==> config.mk <==
export PLATFORM = sky130hd
export DESIGN_NAME = seven_segment_scan_driver_flat
export DESIGN_NICKNAME = d
export VERILOG_FILES = /design/src/rtl/seven_segment_scan_driver_if.sv /design/src/rtl/seven_segment_scan_driver.sv /design/src/flat_wrapper.sv
export SDC_FILE = /design/constraint.sdc
export NUM_CORES = 1
export LEC_CHECK = 0
export CAP_MARGIN = 20
export CORE_ASPECT_RATIO = 1.75
export CORE_MARGIN = 8
export CORE_UTILIZATION = 48
export DETAILED_ROUTE_END_ITERATION = 8
export DONT_BUFFER_PORTS = 1
export PLACE_DENSITY = 0.7
export SKIP_LAST_GASP = 1
export SYNTH_ARGS = -nofsm -noshare
export SYNTH_HDL_FRONTEND = slang
export SYNTH_SLANG_ARGS = --single-unit
==> constraint.sdc <==
create_clock -name clk -period 5.2 [get_ports clk]
set_input_delay 1.04 -clock clk [delete_from_list [all_inputs] [get_ports clk]]
set_output_delay 1.04 -clock clk [all_outputs]
set_load 0.03 [all_outputs]
==> src/rtl/seven_segment_scan_driver_if.sv <==
// Bus between the datapath and the seven-segment scan driver: the value to
// show plus per-digit controls in, the board pin levels and frame marker out.
interface seven_segment_scan_driver_if #(
  parameter int DIGITS = 4
);
  logic [4*DIGITS-1:0] value;
  logic [DIGITS-1:0]   dp;
  logic [DIGITS-1:0]   digit_en;
  logic                lz_suppress;
  logic [6:0]          seg;
  logic                seg_dp;
  logic [DIGITS-1:0]   an;
  logic                frame_start;

  // Datapath side: supplies what to display, observes the pins.
  modport master (
    output value, dp, digit_en, lz_suppress,
    input  seg, seg_dp, an, frame_start
  );

  // Driver side: consumes the display request, drives the pins.
  modport slave (
    input  value, dp, digit_en, lz_suppress,
    output seg, seg_dp, an, frame_start
  );
endinterface

==> src/rtl/seven_segment_scan_driver.sv <==
// Time-multiplexed common-anode seven-segment driver. One digit is lit per
// PRESCALE-cycle slot, each slot opening with BLANK_CYCLES of all-dark output
// so the previous digit's segments never ghost onto the next anode. Inputs are
// captured once per frame so the displayed number never tears mid-scan.
module seven_segment_scan_driver #(
  parameter int DIGITS       = 4,
  parameter int PRESCALE     = 50000,
  parameter int BLANK_CYCLES = 1,
  parameter bit HEX_EN       = 1'b1
) (
  input logic clk,
  input logic rst_n,
  seven_segment_scan_driver_if.slave bus
);

  localparam int CW = $clog2(PRESCALE);
  localparam int IW = (DIGITS > 1) ? $clog2(DIGITS) : 1;
  localparam logic [CW-1:0] CNT_LAST  = CW'(PRESCALE - 1);
  localparam logic [CW-1:0] CNT_BLANK = CW'(BLANK_CYCLES);
  localparam logic [IW-1:0] IDX_LAST  = IW'(DIGITS - 1);
  localparam logic [6:0]    SEG_OFF   = 7'b1111111;

  logic [CW-1:0]       cnt;
  logic [IW-1:0]       idx;
  logic                snapshot;

  logic [4*DIGITS-1:0] shadow_value;
  logic [DIGITS-1:0]   shadow_dp;
  logic [DIGITS-1:0]   shadow_en;
  logic                shadow_lz;

  logic [DIGITS-1:0]   lead_zero;
  logic [3:0]          nibble;

  logic [DIGITS-1:0]   an_d;
  logic [6:0]          seg_d;
  logic                seg_dp_d;

  logic [DIGITS-1:0]   an_q;
  logic [6:0]          seg_q;
  logic                seg_dp_q;
  logic                frame_start_q;

  // Nibble to active-low segment pattern, bits ordered g..a.
  function automatic logic [6:0] glyph(input logic [3:0] n);
    logic [6:0] g;
    case (n)
      4'h0:    g = 7'b1000000;
      4'h1:    g = 7'b1111001;
      4'h2:    g = 7'b0100100;
      4'h3:    g = 7'b0110000;
      4'h4:    g = 7'b0011001;
      4'h5:    g = 7'b0010010;
      4'h6:    g = 7'b0000010;
      4'h7:    g = 7'b1111000;
      4'h8:    g = 7'b0000000;
      4'h9:    g = 7'b0010000;
      4'hA:    g = 7'b0001000;
      4'hB:    g = 7'b0000011;
      4'hC:    g = 7'b1000110;
      4'hD:    g = 7'b0100001;
      4'hE:    g = 7'b0000110;
      default: g = 7'b0001110;
    endcase
    if (!HEX_EN && n >= 4'hA) begin
      g = SEG_OFF;
    end
    return g;
  endfunction

  // The very first cycle of every frame is where the inputs get captured.
  assign snapshot = (idx == '0) && (cnt == '0);
  assign nibble   = shadow_value[{idx, 2'b00} +: 4];

  // Slot prescaler and digit index; idx steps once per PRESCALE cycles.
  always_ff @(posedge clk or negedge rst_n) begin
    if (!rst_n) begin
      cnt <= '0;
      idx <= '0;
    end else if (cnt == CNT_LAST) begin
      cnt <= '0;
      idx <= (idx == IDX_LAST) ? '0 : idx + 1'b1;
    end else begin
      cnt <= cnt + 1'b1;
    end
  end

  // Frame snapshot of the display request, with a one-cycle frame marker.
  always_ff @(posedge clk or negedge rst_n) begin
    if (!rst_n) begin
      shadow_value  <= '0;
      shadow_dp     <= '0;
      shadow_en     <= '0;
      shadow_lz     <= 1'b0;
      frame_start_q <= 1'b0;
    end else begin
      frame_start_q <= snapshot;
      if (snapshot) begin
        shadow_value <= bus.value;
        shadow_dp    <= bus.dp;
        shadow_en    <= bus.digit_en;
        shadow_lz    <= bus.lz_suppress;
      end
    end
  end

  // Mark each digit whose nibble and every more-significant nibble are zero.
  always_comb begin
    logic all_zero_above;
    lead_zero      = '0;
    all_zero_above = 1'b1;
    for (int i = DIGITS - 1; i >= 0; i--) begin
      all_zero_above = all_zero_above && (shadow_value[4*i +: 4] == 4'h0);
      lead_zero[i]   = all_zero_above;
    end
  end

  // Next pin levels: dark during the blanking window or for disabled digits.
  always_comb begin
    an_d     = '1;
    seg_d    = SEG_OFF;
    seg_dp_d = 1'b1;
    if (cnt >= CNT_BLANK && shadow_en[idx]) begin
      an_d[idx] = 1'b0;
      seg_dp_d  = ~shadow_dp[idx];
      if (shadow_lz && idx != '0 && lead_zero[idx]) begin
        seg_d = SEG_OFF;
      end else begin
        seg_d = glyph(nibble);
      end
    end
  end

  // Registered pin drivers so the board sees glitch-free levels.
  always_ff @(posedge clk or negedge rst_n) begin
    if (!rst_n) begin
      an_q     <= '1;
      seg_q    <= SEG_OFF;
      seg_dp_q <= 1'b1;
    end else begin
      an_q     <= an_d;
      seg_q    <= seg_d;
      seg_dp_q <= seg_dp_d;
    end
  end

  assign bus.an          = an_q;
  assign bus.seg         = seg_q;
  assign bus.seg_dp      = seg_dp_q;
  assign bus.frame_start = frame_start_q;

endmodule

==> src/flat_wrapper.sv <==
// flat-port wrapper written by rule: the top's interface ports become plain ports
module seven_segment_scan_driver_flat 
#(
  parameter int DIGITS       = 4,
  parameter int PRESCALE     = 50000,
  parameter int BLANK_CYCLES = 1,
  parameter bit HEX_EN       = 1'b1
)
  (clk, rst_n, bus_value, bus_dp, bus_digit_en, bus_lz_suppress, bus_seg, bus_seg_dp, bus_an, bus_frame_start);
  seven_segment_scan_driver_if #(.DIGITS(DIGITS)) bus_i ();
  input logic clk;
  input logic rst_n;
  input wire logic [$bits(bus_i.value)-1:0] bus_value;
  input wire logic [$bits(bus_i.dp)-1:0] bus_dp;
  input wire logic [$bits(bus_i.digit_en)-1:0] bus_digit_en;
  input wire logic [$bits(bus_i.lz_suppress)-1:0] bus_lz_suppress;
  output wire logic [$bits(bus_i.seg)-1:0] bus_seg;
  output wire logic [$bits(bus_i.seg_dp)-1:0] bus_seg_dp;
  output wire logic [$bits(bus_i.an)-1:0] bus_an;
  output wire logic [$bits(bus_i.frame_start)-1:0] bus_frame_start;
  assign bus_i.value = bus_value;
  assign bus_i.dp = bus_dp;
  assign bus_i.digit_en = bus_digit_en;
  assign bus_i.lz_suppress = bus_lz_suppress;
  assign bus_seg = bus_i.seg;
  assign bus_seg_dp = bus_i.seg_dp;
  assign bus_an = bus_i.an;
  assign bus_frame_start = bus_i.frame_start;
  seven_segment_scan_driver #(.DIGITS(DIGITS), .PRESCALE(PRESCALE), .BLANK_CYCLES(BLANK_CYCLES), .HEX_EN(HEX_EN)) u_core (.clk(clk), .rst_n(rst_n), .bus(bus_i));
endmodule
==> results.cfg, run 1 <==
[cts]
cts_tree = yes
clk_pin_slew_ns = 0.09
cts-resized-gates = 0
cts-root-buf = clkbuf_8
hold_buffers = 0
cts_buffer_depth = 2
post_cts_buffers = 0
clock-sinks = 56
cts_inserted_buffers = 5
clock_latency_ns = 0.31
htree_levels = 2

[setup_path]
crit_chain = mux4_1 -> ha_1 -> or2b_2 -> o22ai_1 -> o21ai_1
required_ns = 5.43
crit_buf_inv = 0
start_kind = flop
r2r_start = u_core.idx[0]$_DFFE_PN0N_
crit_end = u_core.bus.seg[0]$_DFF_PN1_
r2r_cells = 5
crit_start = u_core.idx[0]$_DFFE_PN0N_
end_kind = flop
cp.arrival_ns = 2.46
critical-path-slowest-cell = mux4_1
cp_top_family = multiplexers
path_max_fanout = 10
crit_type = flop to flop
reg2reg_setup_slack_ns = 2.96
cp.depth = 5
r2r-end = u_core.bus.seg[0]$_DFF_PN1_
critPathMaxStageDelay_ns = 0.73

[die]
num_rows = 36
ioPinCount = 40
initial_core_util_pct = 49.6
die_y_um = 116
die_area_um2 = 8490
design.core.area_um2 = 5540
die_w_um = 73.2

[global_routing]
gr-total-overflow = 0
gr-usage-all-layers_pct = 12.3
grt_pass1_vias = 1643
grt_antenna_before_repair = 0
grt_pass1_wl_um = 8090
grt_max_degree = 57

[finish]
layout_commonest_cell = dfrtp_1
drive_gt1_share_pct = 24.3
area_growth_pct = 3.87
fill_cells = 474
nets = 257
mostFrequentLayoutCells = 44 x dfrtp_1, 24 x mux2_2, 13 x nand2_1, 13 x nor2_1, 13 x ha_1
final_cells = 294
multiInputGateArea_um2 = 1210
n_antenna_cell = 0
seq_area_um2 = 1420

[logic_synthesis]
ys.flop_type = dfrtp_1
syn_area_um2 = 2750
synth_enable_flop_cells = 0
async_flop_share_pct = 100
synth_warnings = 0
synthDistinctLibCells = 42
synth_seq_cells = 56
avgSynthCellArea_um2 = 12.7
synth-seq-area-share_pct = 51.6
syn_nets = 257
syn_inst = 217

[sta]
rsz0062_at_grt = no
setup_tns_ns = 0
finalCriticalPeriod_ns = 2.24
timing.hold.ws_ns = 0.416
finalSetupViolCount = 0
max_slew_margin_pct = 63.4
slew_viol_final = 0
finalHoldViolCount = 0
fin_ws_ns = 2.96
min_period_over_period_pct = 43.0
tightest_slew_ns = 0.545
clock.fmax_ghz = 0.447
fin_skew_ns = 0.00820

[pwr]
finalPower_w = 0.000731
pwr-share-clk_pct = 30.4
ir_drop_mv = 0.219
p_sw_w = 0.000162
power.leakage_nw = 1.20
p_int_w = 0.000570
pwr-share-comb_pct = 4.7
power_frac_seq_pct = 64.9
swShare_pct = 22.1
powerDensity_nw_per_um2 = 256

[drt]
first_pass_iters = 4
totalWireLength_um = 4770
via_count = 1564
drc = 0
drtAntennaViolNets = 0
post_drt_wl_per_cell_um = 16.2
post_drt_via_cell_ratio = 5.32
drt_iter0_markers = 52

[run_status]
status = finished, final reports clean

[place]
globalplace.congestion = 0.836
pre_cts_slack_ns = 2.98
numPortBuffers = 0
place_hpwl_um = 3630
dpl.cell_count = 285

[worst_hold_path]
min_path_type = primary input to async pin

[run]
cap_violations = 0
## Yosys cell counts, types with 3 or more instances
cell type	n	area share (%)
a21oi_1	4	0.73
mux2_2	24	9.8
dfrtp_1	44	40
mux4_1	3	2.9
o211ai_1	5	1.4
buf_6	4	1.6
nor4_1	6	1.4
nand3_1	11	2.0
mux2i_1	3	1.1
xnor2_1	8	2.6
mux4_2	3	2.5
dfstp_2	12	11
ha_1	13	5.9
inv_1	12	1.6
nor3_1	3	0.55
nand2_1	13	1.8
nor2_1	13	1.8
xor2_1	6	1.9
## power groups by stage
stage	logic (W)	registers, W	clock network [W]
after floorplan	0.0000308	0.000479	0
after global placement	0.0000335	0.000483	0
after detailed placement	0.0000342	0.000484	0
after CTS	0.0000343	0.000475	0.000232
after global routing	0.0000375	0.000477	0.000249
final	0.0000341	0.000475	0.000222
## worst register-to-register path: cells and delay by family, from the launching register on
kind / cells / cell delay [ns]
compound gates: 2 / 0.22
fa+ha+maj: 1 / 0.27
flops: 1 / 0.64
mux: 1 / 0.73
simple gates: 1 / 0.30
## registers in the layout, indices dropped and copies added, names as in the netlist
name	cells
u_core.shadow_lz	1
u_core.cnt	16
u_core.shadow_en	4
u_core.shadow_dp	4
u_core.idx	2
u_core.shadow_value	16
u_core.bus.seg	7
u_core.bus.frame_start	1
u_core.bus.seg_dp	1
u_core.bus.an	4
## area by class of cell
cell class              count  share of cell area, %
inverters                  12                   1.58
clock buffers               8                   2.81
well taps                  76                   3.33
repair buffers              1                  0.263
multi-input cells         141                   42.4
flip-flops and latches     56                   49.6
## layer usage
metal,routed length (um),GRT usage [%],vias to the layer above
met3,240,3.90,7
met4,92,5.65,0
met2,2500,20.8,35
li1,-,-,762
met5,0,0,-
met1,1940,13.7,760
## how the worst min path moves through the flow
stage                     slack (ns)                               to  cells after the start
final                           0.42          u_core.cnt[1]$_DFF_PN0_                      0
after global routing            0.39          u_core.cnt[1]$_DFF_PN0_                      0
after CTS                       0.40          u_core.cnt[1]$_DFF_PN0_                      0
after detailed placement        0.49  u_core.shadow_dp[3]$_DFFE_PN0P_                      1
after global placement          0.48  u_core.shadow_dp[2]$_DFFE_PN0P_                      1
after floorplan                 0.46  u_core.shadow_dp[2]$_DFFE_PN0P_                      1
## cells by family (layout without fill, tap and decap cells)
| logic type | count (synthesis) | in the layout | synth area share (%) |
|---|---|---|---|
| simple gates | 61 | 61 | 11.7 |
| flops | 56 | 56 | 51.6 |
| mux | 36 | 36 | 17.6 |
| buf+inv | 20 | 21 | 4.42 |
| compound gates | 17 | 17 | 4.28 |
| xor+xnor | 14 | 14 | 4.46 |
| fa+ha+maj | 13 | 13 | 5.92 |
## per-stage QoR
stage          area (um^2)  utilization, %
2_1_floorplan         2750               -
3_3_place_gp          2770            49.9
3_5_place_dp          2770            49.9
4_1_cts               2850            51.4
5_1_grt               2850            51.5
6_report              2850            51.5
(Power assumes the default switching activity.)
==> run 2: changes to the inputs <==
clock period = 2.3 ns   (was 5.2 ns; I/O delays follow)
==> run 2 against run 1 <==
Total power is 130% higher; routed wire length is 4.9% higher; core utilization is 1.2 points higher; cell count is 2.0% higher; non-clock buffer count is 6 higher; combinational power grew to 2.9 times the previous value; final area is 2.4% higher; sequential share of layout area is 1.2 points lower; critical path type unchanged; highest routed layer unchanged.
==> results.cfg, run 2 (synthesized netlist as in run 1, its figures left out) <==
[run_status]
status = finished, final reports clean

[sta]
setup_tns_ns = 0
finalHoldViolCount = 0
fin_skew_ns = 0.0104
tightest_slew_ns = 0.533
finalCriticalPeriod_ns = 2.06
min_period_over_period_pct = 89.4
rsz0062_at_grt = no
max_slew_margin_pct = 64.1
clock.fmax_ghz = 0.487
finalSetupViolCount = 0
slew_viol_final = 0
fin_ws_ns = 0.245

[global_routing]
use_met1_pct = 13.8
grt_pass1_wl_um = 8510
grt_pass1_vias = 1770
gr-usage-all-layers_pct = 13.0
busiest_layer = met2
grtUsageMet2_pct = 22.7
grt_antenna_before_repair = 0
grt_max_degree = 57
gr-total-overflow = 0
use_met3_pct = 3.64

[place]
place_hpwl_um = 3800
globalplace.congestion = 0.838
numPortBuffers = 0
dpl.cell_count = 291
pre_cts_slack_ns = 0.251

[setup_path]
cp.depth = 5
reg2reg_setup_slack_ns = 0.24
critical-path-slowest-cell = mux4_1
critPathMaxStageDelay_ns = 0.70
crit_start = u_core.idx[0]$_DFFE_PN0N_
crit_buf_inv = 0
crit_end = u_core.bus.seg[3]$_DFF_PN1_
r2r-end = u_core.bus.seg[3]$_DFF_PN1_
path_max_fanout = 6
r2r_start = u_core.idx[0]$_DFFE_PN0N_
cpMostUsedCell = o211ai_1
required_ns = 2.53
r2r_cells = 5
start_kind = flop
end_kind = flop
cp.arrival_ns = 2.29
crit_chain = mux4_1 -> ha_1 -> or2b_2 -> o211ai_1 -> o211ai_1
cp_top_family = multiplexers
crit_type = flop to flop

[finish]
utilization_pct = 52.7
fill_cells = 477
area_growth_pct = 6.38
drive_gt1_share_pct = 26.8
final_cells = 300
layout_commonest_cell = dfrtp_1
nets = 263
mostFrequentLayoutCells = 44 x dfrtp_1, 24 x mux2_2, 13 x nand2_1, 13 x nor2_1, 13 x ha_1
n_antenna_cell = 0

[drt]
post_drt_wl_per_cell_um = 16.7
drt_iter0_markers = 48
totalWireLength_um = 5010
post_drt_via_cell_ratio = 5.37
drtAntennaViolNets = 0
first_pass_iters = 4
drc = 0
via_count = 1610

[cts]
clock-sinks = 56
cts_inserted_buffers = 5
clock_latency_ns = 0.31
cts_tree = yes
cts_buffer_depth = 2
post_cts_buffers = 0
htree_levels = 2
clk_pin_slew_ns = 0.10
cts-root-buf = clkbuf_8

[die]
die_area_um2 = 8490
ioPinCount = 40
initial_core_util_pct = 49.6
die_w_um = 73.2
die_y_um = 116
num_rows = 36
design.core.area_um2 = 5540

[pwr]
ir_drop_mv = 0.391
power.leakage_nw = 1.24
powerDensity_nw_per_um2 = 577
finalPower_w = 0.00168

[worst_hold_path]
min_path_type = primary input to async pin

[run]
cap_violations = 0
run 2: cell count changes in the layout (fill, tap and decap cells not counted), sizes merged:
| cell | delta |
|---|---|
| buf | +7 |
| clkbuf | -3 |
| clkinv | +1 |
| clkinvlp | +1 |
run 2: where the power goes:
| part | internal (W) | leakage [nW] | switching (W) | total [W] |
|---|---|---|---|---|
| clock network | 0.000212 | 0.0388 | 0.000299 | 0.000511 |
| registers | 0.00103 | 0.669 | 0.0000451 | 0.00107 |
| logic | 0.0000476 | 0.528 | 0.0000529 | 0.000100 |
| total | 0.00129 | 1.24 | 0.000397 | 0.00168 |
run 2: how the worst min path moves through the flow:
stage	end	slack, ns	depth (start not counted)
floorplan	u_core.bus.frame_start$_DFF_PN0_	0.16	0
global placement	u_core.shadow_en[2]$_DFFE_PN0P_	0.17	0
detailed placement	u_core.shadow_en[2]$_DFFE_PN0P_	0.17	0
CTS	u_core.shadow_value[14]$_DFFE_PN0P_	0.005	1
global route	u_core.idx[0]$_DFFE_PN0N_	0.02	1
finish	u_core.cnt[0]$_DFF_PN0_	0.009	1
run 2: cell type report:
class                   instances  area [um^2]  share of cell area [%]
clock buffers                   6         72.6                    2.48
clock inverters                 2         11.3                   0.385
inverters                      12         45.0                    1.54
multi-input cells             141         1210                    41.4
flip-flops and latches         56         1420                    48.5
well taps                      76         95.1                    3.25
repair buffers                  7         72.6                    2.48
run 2: through the flow:
step	hold slack [ns]	cell area (um^2)
2_1_floorplan	0.164	2750
3_3_place_gp	0.166	2810
3_5_place_dp	0.166	2810
4_1_cts	0.00466	2920
5_1_grt	0.0176	2920
6_report	0.00937	2920
run 2: what timing repair did:
action                                  CTS  global route
endpoints found under the setup margin    0             0
hold buffers                              1             0
gates resized for setup                   0             0
hold endpoints to repair                 56             0
run 2: worst register-to-register path, cell delays in order (launching register included):
cell and delay [ns]:
dfrtp_1 0.50, mux4_1 0.70, ha_1 0.27, or2b_2 0.30, o211ai_1 0.09, o211ai_1 0.12
run 2: per-layer routing:
metal	share of wire, %	vias to the layer above
li1	-	774
met2	55	36
met3	5.2	9
met1	38	791
met4	2.5	0
met5	0	-
